===== src/rtl/cv32e40p_trace_buffer.sv =====
// cv32e40p_trace_buffer
// Multi-channel trace event capture buffer. NUM_CH event streams are
// arbitrated round-robin into a DEPTH-entry first-word-fall-through FIFO
// whose head is presented as a single tagged valid/ready stream.
// DROP_MODE=0 back-pressures the channels; DROP_MODE=1 keeps every channel
// ready and counts the events that could not be stored.
// Optional feature: define CV32E40P_TRACE_TIMESTAMP_EN to add a 32-bit cycle
// counter, a per-entry timestamp and the out_timestamp_o port.
module cv32e40p_trace_buffer #(
   parameter int NUM_CH    = 3,
   parameter int DATA_W    = 64,
   parameter int DEPTH     = 8,
   parameter int DROP_MODE = 0,
   parameter int CH_W      = (NUM_CH > 1) ? $clog2(NUM_CH) : 1
) (
   input  logic                       clk_i,
   input  logic                       rst_ni,
   input  logic                       flush_i,
   input  logic [NUM_CH-1:0]          ch_valid_i,
   input  logic [NUM_CH*DATA_W-1:0]   ch_data_i,
   output logic [NUM_CH-1:0]          ch_ready_o,
   output logic                       out_valid_o,
   input  logic                       out_ready_i,
   output logic [DATA_W-1:0]          out_data_o,
   output logic [CH_W-1:0]            out_ch_o,
   output logic [$clog2(DEPTH):0]     level_o,
   output logic [15:0]                drop_cnt_o,
   output logic                       overflow_o
`ifdef CV32E40P_TRACE_TIMESTAMP_EN
   ,
   output logic [31:0]                out_timestamp_o
`endif
);

   localparam int PTR_W = $clog2(DEPTH);
   localparam int LVL_W = PTR_W + 1;

   // Adds a per-cycle drop count to the counter, sticking at 0xFFFF.
   function automatic logic [15:0] sat_add16(input logic [15:0] a, input logic [3:0] b);
      logic [16:0] sum;
      sum = {1'b0, a} + 17'(b);
      return sum[16] ? 16'hFFFF : sum[15:0];
   endfunction

   // FIFO storage
   logic [DATA_W-1:0] mem_data_q [DEPTH];
   logic [CH_W-1:0]   mem_ch_q   [DEPTH];

   // Control state
   logic [PTR_W-1:0] wr_ptr_q, wr_ptr_d;
   logic [PTR_W-1:0] rd_ptr_q, rd_ptr_d;
   logic [LVL_W-1:0] level_q, level_d;
   logic [CH_W-1:0]  rr_q, rr_d;
   logic [15:0]      drop_q, drop_d;
   logic             ovf_q, ovf_d;

   // Arbitration and handshake terms
   logic              hi_vld, lo_vld, grant_vld;
   logic [CH_W-1:0]   hi_idx, lo_idx, grant, rr_next;
   logic              pop, can_push, push;
   logic [DATA_W-1:0] push_data;
   logic [3:0]        n_valid, n_drop;

`ifdef CV32E40P_TRACE_TIMESTAMP_EN
   logic [31:0] ts_q, ts_d;
   logic [31:0] mem_ts_q [DEPTH];
`endif

   // Round-robin search: lowest valid index at or above rr_q, else lowest valid overall.
   always_comb begin
      hi_vld = 1'b0;
      hi_idx = '0;
      lo_vld = 1'b0;
      lo_idx = '0;
      for (int i = NUM_CH - 1; i >= 0; i--) begin
         if (ch_valid_i[i]) begin
            lo_vld = 1'b1;
            lo_idx = CH_W'(i);
            if (CH_W'(i) >= rr_q) begin
               hi_vld = 1'b1;
               hi_idx = CH_W'(i);
            end
         end
      end
   end

   assign grant_vld = lo_vld;
   assign grant     = hi_vld ? hi_idx : lo_idx;
   assign rr_next   = (grant == CH_W'(NUM_CH - 1)) ? '0 : grant + CH_W'(1);

   // A full FIFO still takes a push when the head leaves in the same cycle.
   assign out_valid_o = (level_q != '0);
   assign pop         = out_valid_o & out_ready_i & ~flush_i;
   assign can_push    = (level_q < LVL_W'(DEPTH)) | pop;
   assign push        = grant_vld & can_push & ~flush_i;

   // Select the granted channel's payload and count the valid events this cycle.
   always_comb begin
      push_data = '0;
      n_valid   = '0;
      for (int i = 0; i < NUM_CH; i++) begin
         if (grant == CH_W'(i)) begin
            push_data = ch_data_i[i*DATA_W +: DATA_W];
         end
         n_valid = n_valid + 4'(ch_valid_i[i]);
      end
   end

   // Every valid event that did not make it into the FIFO is a drop (lossy only).
   assign n_drop = ((DROP_MODE != 0) && !flush_i) ? (n_valid - 4'(push)) : 4'd0;

   generate
      if (DROP_MODE != 0) begin : g_lossy
         assign ch_ready_o = '1;
      end else begin : g_stall
         // Only the channel being pushed this cycle sees ready.
         always_comb begin
            for (int i = 0; i < NUM_CH; i++) begin
               ch_ready_o[i] = push & (grant == CH_W'(i));
            end
         end
      end
   endgenerate

   // Next-state for pointers, occupancy, arbiter and drop accounting.
   always_comb begin
      wr_ptr_d = wr_ptr_q;
      rd_ptr_d = rd_ptr_q;
      level_d  = level_q;
      rr_d     = rr_q;
      drop_d   = drop_q;
      ovf_d    = ovf_q;
      if (flush_i) begin
         wr_ptr_d = '0;
         rd_ptr_d = '0;
         level_d  = '0;
         rr_d     = '0;
         drop_d   = '0;
         ovf_d    = 1'b0;
      end else begin
         if (push) begin
            wr_ptr_d = wr_ptr_q + PTR_W'(1);
            rr_d     = rr_next;
         end
         if (pop) begin
            rd_ptr_d = rd_ptr_q + PTR_W'(1);
         end
         case ({push, pop})
            2'b10:   level_d = level_q + LVL_W'(1);
            2'b01:   level_d = level_q - LVL_W'(1);
            default: level_d = level_q;
         endcase
         if (n_drop != 4'd0) begin
            drop_d = sat_add16(drop_q, n_drop);
            ovf_d  = 1'b1;
         end
      end
   end

`ifdef CV32E40P_TRACE_TIMESTAMP_EN
   // Free-running cycle counter; restarts from zero on flush.
   always_comb begin
      ts_d = flush_i ? 32'd0 : ts_q + 32'd1;
   end

   // Cycle counter register.
   always_ff @(posedge clk_i or negedge rst_ni) begin
      if (!rst_ni) begin
         ts_q <= '0;
      end else begin
         ts_q <= ts_d;
      end
   end
`endif

   // Control registers.
   always_ff @(posedge clk_i or negedge rst_ni) begin
      if (!rst_ni) begin
         wr_ptr_q <= '0;
         rd_ptr_q <= '0;
         level_q  <= '0;
         rr_q     <= '0;
         drop_q   <= '0;
         ovf_q    <= 1'b0;
      end else begin
         wr_ptr_q <= wr_ptr_d;
         rd_ptr_q <= rd_ptr_d;
         level_q  <= level_d;
         rr_q     <= rr_d;
         drop_q   <= drop_d;
         ovf_q    <= ovf_d;
      end
   end

   // Entry storage; cleared on reset so the empty head reads as zero.
   always_ff @(posedge clk_i or negedge rst_ni) begin
      if (!rst_ni) begin
         for (int e = 0; e < DEPTH; e++) begin
            mem_data_q[e] <= '0;
            mem_ch_q[e]   <= '0;
`ifdef CV32E40P_TRACE_TIMESTAMP_EN
            mem_ts_q[e]   <= '0;
`endif
         end
      end else if (push) begin
         mem_data_q[wr_ptr_q] <= push_data;
         mem_ch_q[wr_ptr_q]   <= grant;
`ifdef CV32E40P_TRACE_TIMESTAMP_EN
         mem_ts_q[wr_ptr_q]   <= ts_q;
`endif
      end
   end

   assign out_data_o = mem_data_q[rd_ptr_q];
   assign out_ch_o   = mem_ch_q[rd_ptr_q];
   assign level_o    = level_q;
   assign drop_cnt_o = drop_q;
   assign overflow_o = ovf_q;
`ifdef CV32E40P_TRACE_TIMESTAMP_EN
   assign out_timestamp_o = mem_ts_q[rd_ptr_q];
`endif

endmodule


===== config.mk =====
export PLATFORM = sky130hd
export DESIGN_NAME = cv32e40p_trace_buffer
export DESIGN_NICKNAME = d
export VERILOG_FILES = /design/src/rtl/cv32e40p_trace_buffer.sv
export SDC_FILE = /design/constraint.sdc
export NUM_CORES = 1
export LEC_CHECK = 0
export ABC_CLOCK_PERIOD_IN_PS = 5000
export BUFFER_PORTS_ARGS = -buffer_cell sky130_fd_sc_hd__buf_2
export CELL_PAD_IN_SITES_DETAIL_PLACEMENT = 1
export CELL_PAD_IN_SITES_GLOBAL_PLACEMENT = 2
export CORE_MARGIN = 2
export CORE_UTILIZATION = 43
export CTS_CLUSTER_SIZE = 30
export DETAILED_ROUTE_END_ITERATION = 10
export PLACE_DENSITY = 0.85
export SLEW_MARGIN = 20
export SYNTH_ARGS = -nofsm -noshare
export SYNTH_HDL_FRONTEND = slang
export SYNTH_SLANG_ARGS = --single-unit

===== constraint.sdc =====
create_clock -name clk_i -period 5 [get_ports clk_i]
set_input_delay 1.5 -clock clk_i [delete_from_list [all_inputs] [get_ports clk_i]]
set_output_delay 1.5 -clock clk_i [all_outputs]
set_load 0.01 [all_outputs]

* After elaboration in Yosys (flattened, before gate mapping)
Cells that the tools add are included.
Operators by class: add/sub/neg operators 5, $lt $le $gt $ge 7, eq/ne operators 4, muxes and demuxes 43, bitwise logic cells 11, reductions and logical operators 6
Operators with widths (count):
- $bwmux 512 | 1
- $mux 64 | 6
- $bmux 64 s3 | 1
- $demux 64 s3 | 1
- $mux 2 | 16
- $bwmux 16 | 1
- $mux 3 | 4
- $mux 1 | 9
- $ge 4x4->1 const B | 2
- $not 3->4 | 2
- $pmux 4 s2 | 1
- $and 1x1->1 | 7
- $add 3x1->3 const B | 2
- $bmux 2 s3 | 1
- $demux 2 s3 | 1
- $add 4x1->4 const B | 1
- $eq 2x1->1 const B | 2
- $eq 2x2->1 const B | 2
- $ge 1x2->1 const A | 2
- $lt 4x1->1 const B | 1
- $lt 4x4->1 const B | 1
- $mux 4 | 1
- $reduce_bool 2->1 | 2
- $reduce_bool 4->1 | 1
- 8 further kinds | 8
Word-level totals: flip-flop bits (word level) 540, input bits 199, output and inout bits 91, logic and storage cells 96

* Depth between registers and ports, before layout
Gate-level depths: netlist of the first run.
depth in word-level cells 13, gate-level depth with buffers 9, gate-level depth less buffers 8

* Worst setup path after synthesis of the first run
Ideal clock, no wire load.
path kind input-to-output, start point in ch_valid_i[1], end point out ch_ready_o[0], data arrival time 2.570 ns, required time 3.500 ns, setup slack 0.930 ns, stages 5, path buffers 2, cells stage by stage a21boi_0 a2bb2oi_1 clkbuf_1 clkbuf_1 nor2_1
Between the ends: word-level cells in the longest chain between the ends 6, elaborated cells between the ends (all ways) 15, those cells by class mux: 11; bitwise: 3; reduce/logical: 1
RTL lines:
- from (decl) | line 19 | input logic [NUM_CH-1:0] ch_valid_i,
- $mux 2 / $mux 1 (equally long branches) | line 76 | if (ch_valid_i[i]) begin
- $mux 2 / $mux 1 (equally long branches) | line 79 | if (CH_W'(i) >= rr_q) begin
- $mux 2 / $mux 1 (equally long branches) | line 76
- $mux 2 | line 88 | assign grant = hi_vld ? hi_idx : lo_idx;
- $logic_not 2->1 | line 119 | ch_ready_o[i] = push & (grant == CH_W'(i));
- $and 1x1->1 * | line 119
- to (decl) | line 21 | output logic [NUM_CH-1:0] ch_ready_o,
Every way passes the cells marked *; elsewhere a longest branch is shown, timed or not.

* Worst setup path in the final report of the first run
start point reg rd_ptr_q[0], end point out out_data_o[53]
Between the ends: word-level cells in the longest chain between the ends 4
RTL lines:
- from (decl) | line 51 | logic [PTR_W-1:0] rd_ptr_q, rd_ptr_d;
- from (signal assigned) | line 187 | rd_ptr_q <= rd_ptr_d;
- $not 3->4 (implied by the code) | line 214 | assign out_data_o = mem_data_q[rd_ptr_q];
- $bmux 64 s3 | line 214
- $mux 64 (implied by the code) (2 in series) | line 214
- to (decl) | line 24 | output logic [DATA_W-1:0] out_data_o,
Every way passes these cells. The select of a mux whose other input is x is not followed.

==> results.py, run 1 <==
metrics = {
    "run_status": {
        "run_status": "finished, final reports clean",
    },
    "clock_tree": {
        "clk_latency_ps": 620,
        "hold_buffers": 0,
        "cts_sinks": 540,
        "numCtsBuffers": 58,
        "cts.repair.resized": 0,
        "cts_tree": "done",
        "root_buffer": "clkbuf_16",
        "postCtsSetupRepairBufs": 0,
        "clock_path_buffers": 3,
        "cts_htree_levels": 2,
        "cts.clk_slew.worst_paths_ps": 60,
    },
    "final_layout": {
        "fin_nets": 2680,
        "layout_commonest_cell": "o21ai_0",
        "num_antenna_cells": 0,
        "stdcell_count": 3316,
        "syn2layout_area_growth_pct": 15.4,
        "drive_gt1_share_pct": 26.0,
        "final_cell_mix": "o21ai_0, dfrtp_1, o31ai_1",
        "fillers": 6459,
        "final_area_mm2": 0.0308,
    },
    "power_and_ir_drop": {
        "vdd.ir_drop.worst_uv": 302,
        "p_clk_share_pct": 26.1,
        "p_leak_nw": 12.5,
        "p_int_mw": 11.8,
        "finalPower_mw": 18.0,
        "pwr_density_cell_mw_per_mm2": 585,
        "p_sw_mw": 6.18,
        "p_comb_share_pct": 35.0,
        "p_seq_share_pct": 38.9,
        "switching_share_pct": 34.3,
    },
    "synthesis": {
        "synth_top_area_share_pct": 50.7,
        "avgSynthCellArea_um2": 11.4,
        "synth-seq-cells": 540,
        "synth_top_cell_by_area": "dfrtp_1",
        "synth_seq_area_share_pct": 50.7,
        "synth-async-reset-ratio_pct": 100,
        "synth_cell_types": 38,
        "yosysWarnings": 0,
        "netlist_top_cells_area": "dfrtp_1, o31ai_1, mux4_2, o21ai_0, mux2_2",
        "synth-main-ff-cell": "dfrtp_1",
        "synth.cell_area_mm2": 0.0267,
        "synth_cells": 2337,
        "synth-edff-count": 0,
    },
    "sta": {
        "fin_crit_ps": 4420,
        "drv_slew": 0,
        "whs_ps": 503,
        "hold_violations": 0,
        "setup_tns_ps": 0,
        "skew_ps": 13.8,
        "worst_slew_pin_slew_ps": 1440,
        "fmax_mhz": 226,
        "setup_violations": 0,
        "fin_crit_sh_pct": 88.3,
        "rsz0062_at_grt": "no",
        "relSlewSlack_pct": 3.88,
    },
    "flow_run": {
        "cap_violations": 0,
    },
    "global_routing": {
        "grt_pass1_wl_mm": 145,
        "track_usage_pct": 29.3,
        "grt_pass1_vias": 24200,
        "grt-ovfl-total": 0,
        "grt_max_degree": 265,
        "grt_antenna_before_repair": 0,
    },
    "placement": {
        "port_buffers": 272,
        "dpl_cell_area_mm2": 0.0286,
        "place.gp.congestion": 0.773,
        "post-dp-hpwl_mm": 51.2,
        "placed_cells": 3205,
    },
    "die": {
        "dieArea_mm2": 0.0640,
        "initial_core_util_pct": 43.3,
        "die_w_um": 253,
        "pin_count": 290,
        "die_h_um": 253,
        "rows": 91,
        "core-area_mm2": 0.0615,
    },
    "critical_path": {
        "critPathLaunchType": "flop",
        "ff2ff_setup_slack_ps": 1820,
        "cp_max_fo": 28,
        "endpoint_kind": "output port",
        "arrival_ps": 2920,
        "cp_data_required_time_ps": 3500,
        "crit_type": "reg -> out",
    },
    "detailed_routing": {
        "drc": 0,
        "wl_per_cell_um": 28.2,
        "ant_nets": 0,
        "first_iter_violations": 1612,
        "dr.pass1.iters": 5,
        "vias_per_cell": 6.69,
        "wl_mm": 93.6,
        "vias": 22200,
    },
    "hold_path": {
        "hold_class": "reg -> reg",
    },
}
## power groups by stage
| stage | combinational (mW) | clock, mW | sequential, mW |
|---|---|---|---|
| finish | 6.30 | 4.70 | 7.00 |
| global route | 6.89 | 4.93 | 7.20 |
| CTS | 6.33 | 4.75 | 6.98 |
| detailed placement | 6.27 | 0 | 7.03 |
| global placement | 6.01 | 0 | 6.88 |
| floorplan | 4.43 | 0 | 6.59 |
## layer usage
layer	routed length (µm)	up-vias	part of all wire, %	global-route usage [%]
met5	0	-	0	0
met4	3370	0	3.6	11.3
met3	5570	218	6.0	4.81
met2	46600	789	50	50.4
met1	38100	11700	41	37.3
li1	-	9426	-	-
## cells by family after synthesis
logic type	count (synthesis)	synth area share, %
AOI/OAI and AO/OA	1206	27.9
DFF	540	50.7
buffers and inverters	268	4.39
muxes	203	14.1
and+or+nand+nor	109	2.42
adders and majority gates	5	0.263
xor gates and xnor gates	5	0.164
other	1	0.0141
## synth_stat cells (8+ instances only)
| cell type | count |
|---|---|
| clkbuf_1 | 191 |
| o31ai_1 | 513 |
| o21ai_0 | 545 |
| buf_2 | 45 |
| buf_1 | 9 |
| buf_4 | 17 |
| nor2_1 | 12 |
| or2_1 | 8 |
| mux2_2 | 69 |
| a21oi_1 | 74 |
| nand2b_1 | 71 |
| o22ai_1 | 64 |
| dfrtp_1 | 540 |
| mux4_2 | 132 |
## path summary, 6_finish.rpt
| check | startpoint | endpoint | depth (start not counted) |
|---|---|---|---|
| setup / recovery | rd_ptr_q[0] | out_data_o[53] | 4 |
| hold / removal | mem_data_q[79] | mem_data_q[79] | 2 |
| setup reg to reg | rr_q[1] | mem_data_q[191] | 5 |
| hold reg to reg | mem_data_q[79] | mem_data_q[79] | 2 |
| max in group asynchronous | rst_ni | mem_data_q[400] | 2 |
| min in group asynchronous | rst_ni | mem_data_q[444] | 1 |
## area by class of cell
class	count	area (µm²)	share of cell area [%]
timing repair buffer	331	2010	6.53
sequential	540	13500	44.0
multi-input combinational	1545	12100	39.4
clock inverter	18	253	0.822
clock buffer	92	1860	6.06
tap	790	988	3.21
## sequential cells by signal (all words and copies together), names as in the netlist
register and cells:
rd_ptr_q 3, wr_ptr_q 3, mem_ch_q 16, rr_q 2, mem_data_q 512, level_o 4
## stage by stage
stage | setup WS, ps | util [%]
after floorplan | 930 | -
after global placement | 914 | 46.5
after detailed placement | 707 | 46.5
after CTS | 501 | 50.0
after global routing | 435 | 50.0
final | 583 | 50.0
## critical path, stage by stage (launching register included)
cell     delay, ps
dfrtp_4        850
buf_4          410
mux4_2         550
mux2_2         320
buf_2          150
Power figures use the tool's default switching activity.
==> inputs of run 2 (changes only) <==
- ABC_CLOCK_PERIOD_IN_PS: 5000 -> 4000
- BUFFER_PORTS_ARGS: -buffer_cell sky130_fd_sc_hd__buf_2 -> -buffer_cell sky130_fd_sc_hd__clkbuf_2
- CELL_PAD_IN_SITES_DETAIL_PLACEMENT: 1 -> unset
- CELL_PAD_IN_SITES_GLOBAL_PLACEMENT: 2 -> unset
- CORE_UTILIZATION: 43 -> 54
- PLACE_DENSITY: 0.85 -> 0.76
- clock period: 5 -> 4 ns (I/O delays scaled with it)
==> run 2 against run 1 <==
  * Setup slack got worse by 420 ps
  * Sequential power is 23% higher
  * Die area is 20% lower
  * Critical path depth unchanged
  * Hold slack lost 0.71 ps
  * Sequential share of layout area increased by 0.62 points
  * Register-to-register slack got worse by 620 ps
  * Clock power grew 14%
  * Critical path type unchanged
==> results.py, run 2 (same netlist as run 1, synthesis figures left out) <==
metrics = {
    "run_status": {
        "run_status": "finished, final reports clean",
    },
    "global_routing": {
        "grt_pass1_vias": 22400,
        "grt_max_degree": 265,
        "grt-ovfl-total": 0,
        "grt_antenna_before_repair": 1,
        "grt_pass1_wl_mm": 126,
        "track_usage_pct": 31.8,
    },
    "die": {
        "die_w_um": 226,
        "pin_count": 290,
        "rows": 81,
        "initial_core_util_pct": 54.6,
        "dieArea_mm2": 0.0511,
        "core-area_mm2": 0.0488,
        "die_h_um": 226,
    },
    "flow_run": {
        "cap_violations": 0,
    },
    "power_and_ir_drop": {
        "switching_share_pct": 33.9,
        "p_sw_mw": 7.38,
        "vdd.ir_drop.worst_uv": 365,
        "p_int_mw": 14.4,
        "p_comb_share_pct": 35.8,
        "pwr_density_cell_mw_per_mm2": 718,
        "p_leak_nw": 12.4,
        "p_clk_share_pct": 24.6,
        "p_seq_share_pct": 39.6,
    },
    "clock_tree": {
        "cts_htree_levels": 2,
        "postCtsSetupRepairBufs": 0,
        "root_buffer": "clkbuf_16",
        "numCtsBuffers": 55,
        "cts_tree": "done",
        "cts.repair.resized": 0,
        "clock_path_buffers": 3,
        "hold_buffers": 0,
        "cts.clk_slew.worst_paths_ps": 60,
        "cts_sinks": 540,
        "clk_latency_ps": 620,
    },
    "placement": {
        "post-dp-hpwl_mm": 44.3,
        "post-place-ws_ps": 482,
        "port_buffers": 272,
        "place.gp.congestion": 0.808,
    },
    "sta": {
        "fin_crit_ps": 3840,
        "fmax_mhz": 261,
        "setup_ws_ps": 162,
        "setup_violations": 0,
        "fin_crit_sh_pct": 96.0,
        "skew_ps": 14.4,
        "drv_slew": 0,
        "setup_tns_ps": 0,
        "hold_violations": 0,
        "rsz0062_at_grt": "no",
        "worst_slew_pin_slew_ps": 1140,
        "relSlewSlack_pct": 24.2,
    },
    "detailed_routing": {
        "wl_per_cell_um": 25.6,
        "wl_mm": 81.3,
        "first_iter_violations": 2649,
        "drc": 0,
        "vias_per_cell": 6.96,
        "vias": 22100,
        "ant_nets": 0,
        "dr.pass1.iters": 6,
    },
    "critical_path": {
        "critPathLaunchType": "flop",
        "crit_type": "reg -> out",
        "cp_max_fo": 14,
        "cp_data_required_time_ps": 2800,
        "endpoint_kind": "output port",
        "arrival_ps": 2640,
    },
    "final_layout": {
        "layout_commonest_cell": "o21ai_0",
        "syn2layout_area_growth_pct": 13.8,
        "num_antenna_cells": 0,
        "largest_register": "mem_data_q",
        "fillers": 3834,
        "final-seq-area_mm2": 0.0135,
        "fin_nets": 2675,
        "final_cell_mix": "o21ai_0, dfrtp_1, o31ai_1",
        "multi_input_area_mm2": 0.0121,
        "largest_reg_flops": 512,
        "drive_gt1_share_pct": 25.5,
    },
    "hold_path": {
        "hold_class": "reg -> reg",
    },
}
-- run 2: changes by cell type in the layout (fill, tap and decap cells not counted), sizes merged --
cell,change
clkinvlp,-1
buf,-272
clkbuf,+262
bufinv,-1
-- run 2: per-stage QoR --
step                      instance area, µm²  instances  utilization [%]  hold WS, ps  power (mW)
final                                  30300       3178             62.1          503        21.8
after global routing                   30300       3178             62.1          530        22.9
after CTS                              30300       3178             62.1          506        21.8
after detailed placement               28400       3078             58.2          492        16.4
after global placement                 28400       3078             58.2          484        15.9
after floorplan                        26700       2353                -          469        13.8
-- run 2: routing by layer --
metal / GRT usage (%) / share of wire, % / vias to the layer above
met1: 42.5 / 38 / 11200
met2: 51.8 / 48 / 1318
met3: 5.54 / 9.9 / 231
met4: 13.6 / 3.6 / 2
li1: - / - / 9405
met5: 0 / 0.0098 / -
-- run 2: cell type report --
type | count | area share [%]
tap | 664 | 2.74
clock buffer | 84 | 5.50
clock inverter | 16 | 0.697
multi-input combinational | 1545 | 39.9
sequential | 540 | 44.6
timing repair buffer | 329 | 6.59
-- run 2: path summary, 6_finish.rpt --
check	start	to	slack [ps]	cells past startpoint
worst max-delay path	rd_ptr_q[0]	out_data_o[12]	160	4
worst min-delay path	mem_data_q[340]	mem_data_q[340]	500	2
worst max register to register	rr_q[1]	mem_data_q[448]	1200	5
worst min register to register	mem_data_q[340]	mem_data_q[340]	500	2
max in group asynchronous	rst_ni	mem_data_q[471]	2300	2
min in group asynchronous	rst_ni	rd_ptr_q[2]	580	1
-- run 2: power groups by stage --
stage,combinational (mW),clock (mW),sequential (mW)
after floorplan,5.54,0,8.24
after global placement,7.46,0,8.48
after detailed placement,7.73,0,8.66
after CTS,7.78,5.41,8.59
after global routing,8.46,5.63,8.85
final,7.78,5.36,8.62
-- run 2: worst max-delay path, stage by stage, from the launching register on --
cell and delay [ps]:
dfrtp_4 620, buf_4 360, mux4_2 550, mux2_2 330, clkbuf_2 150
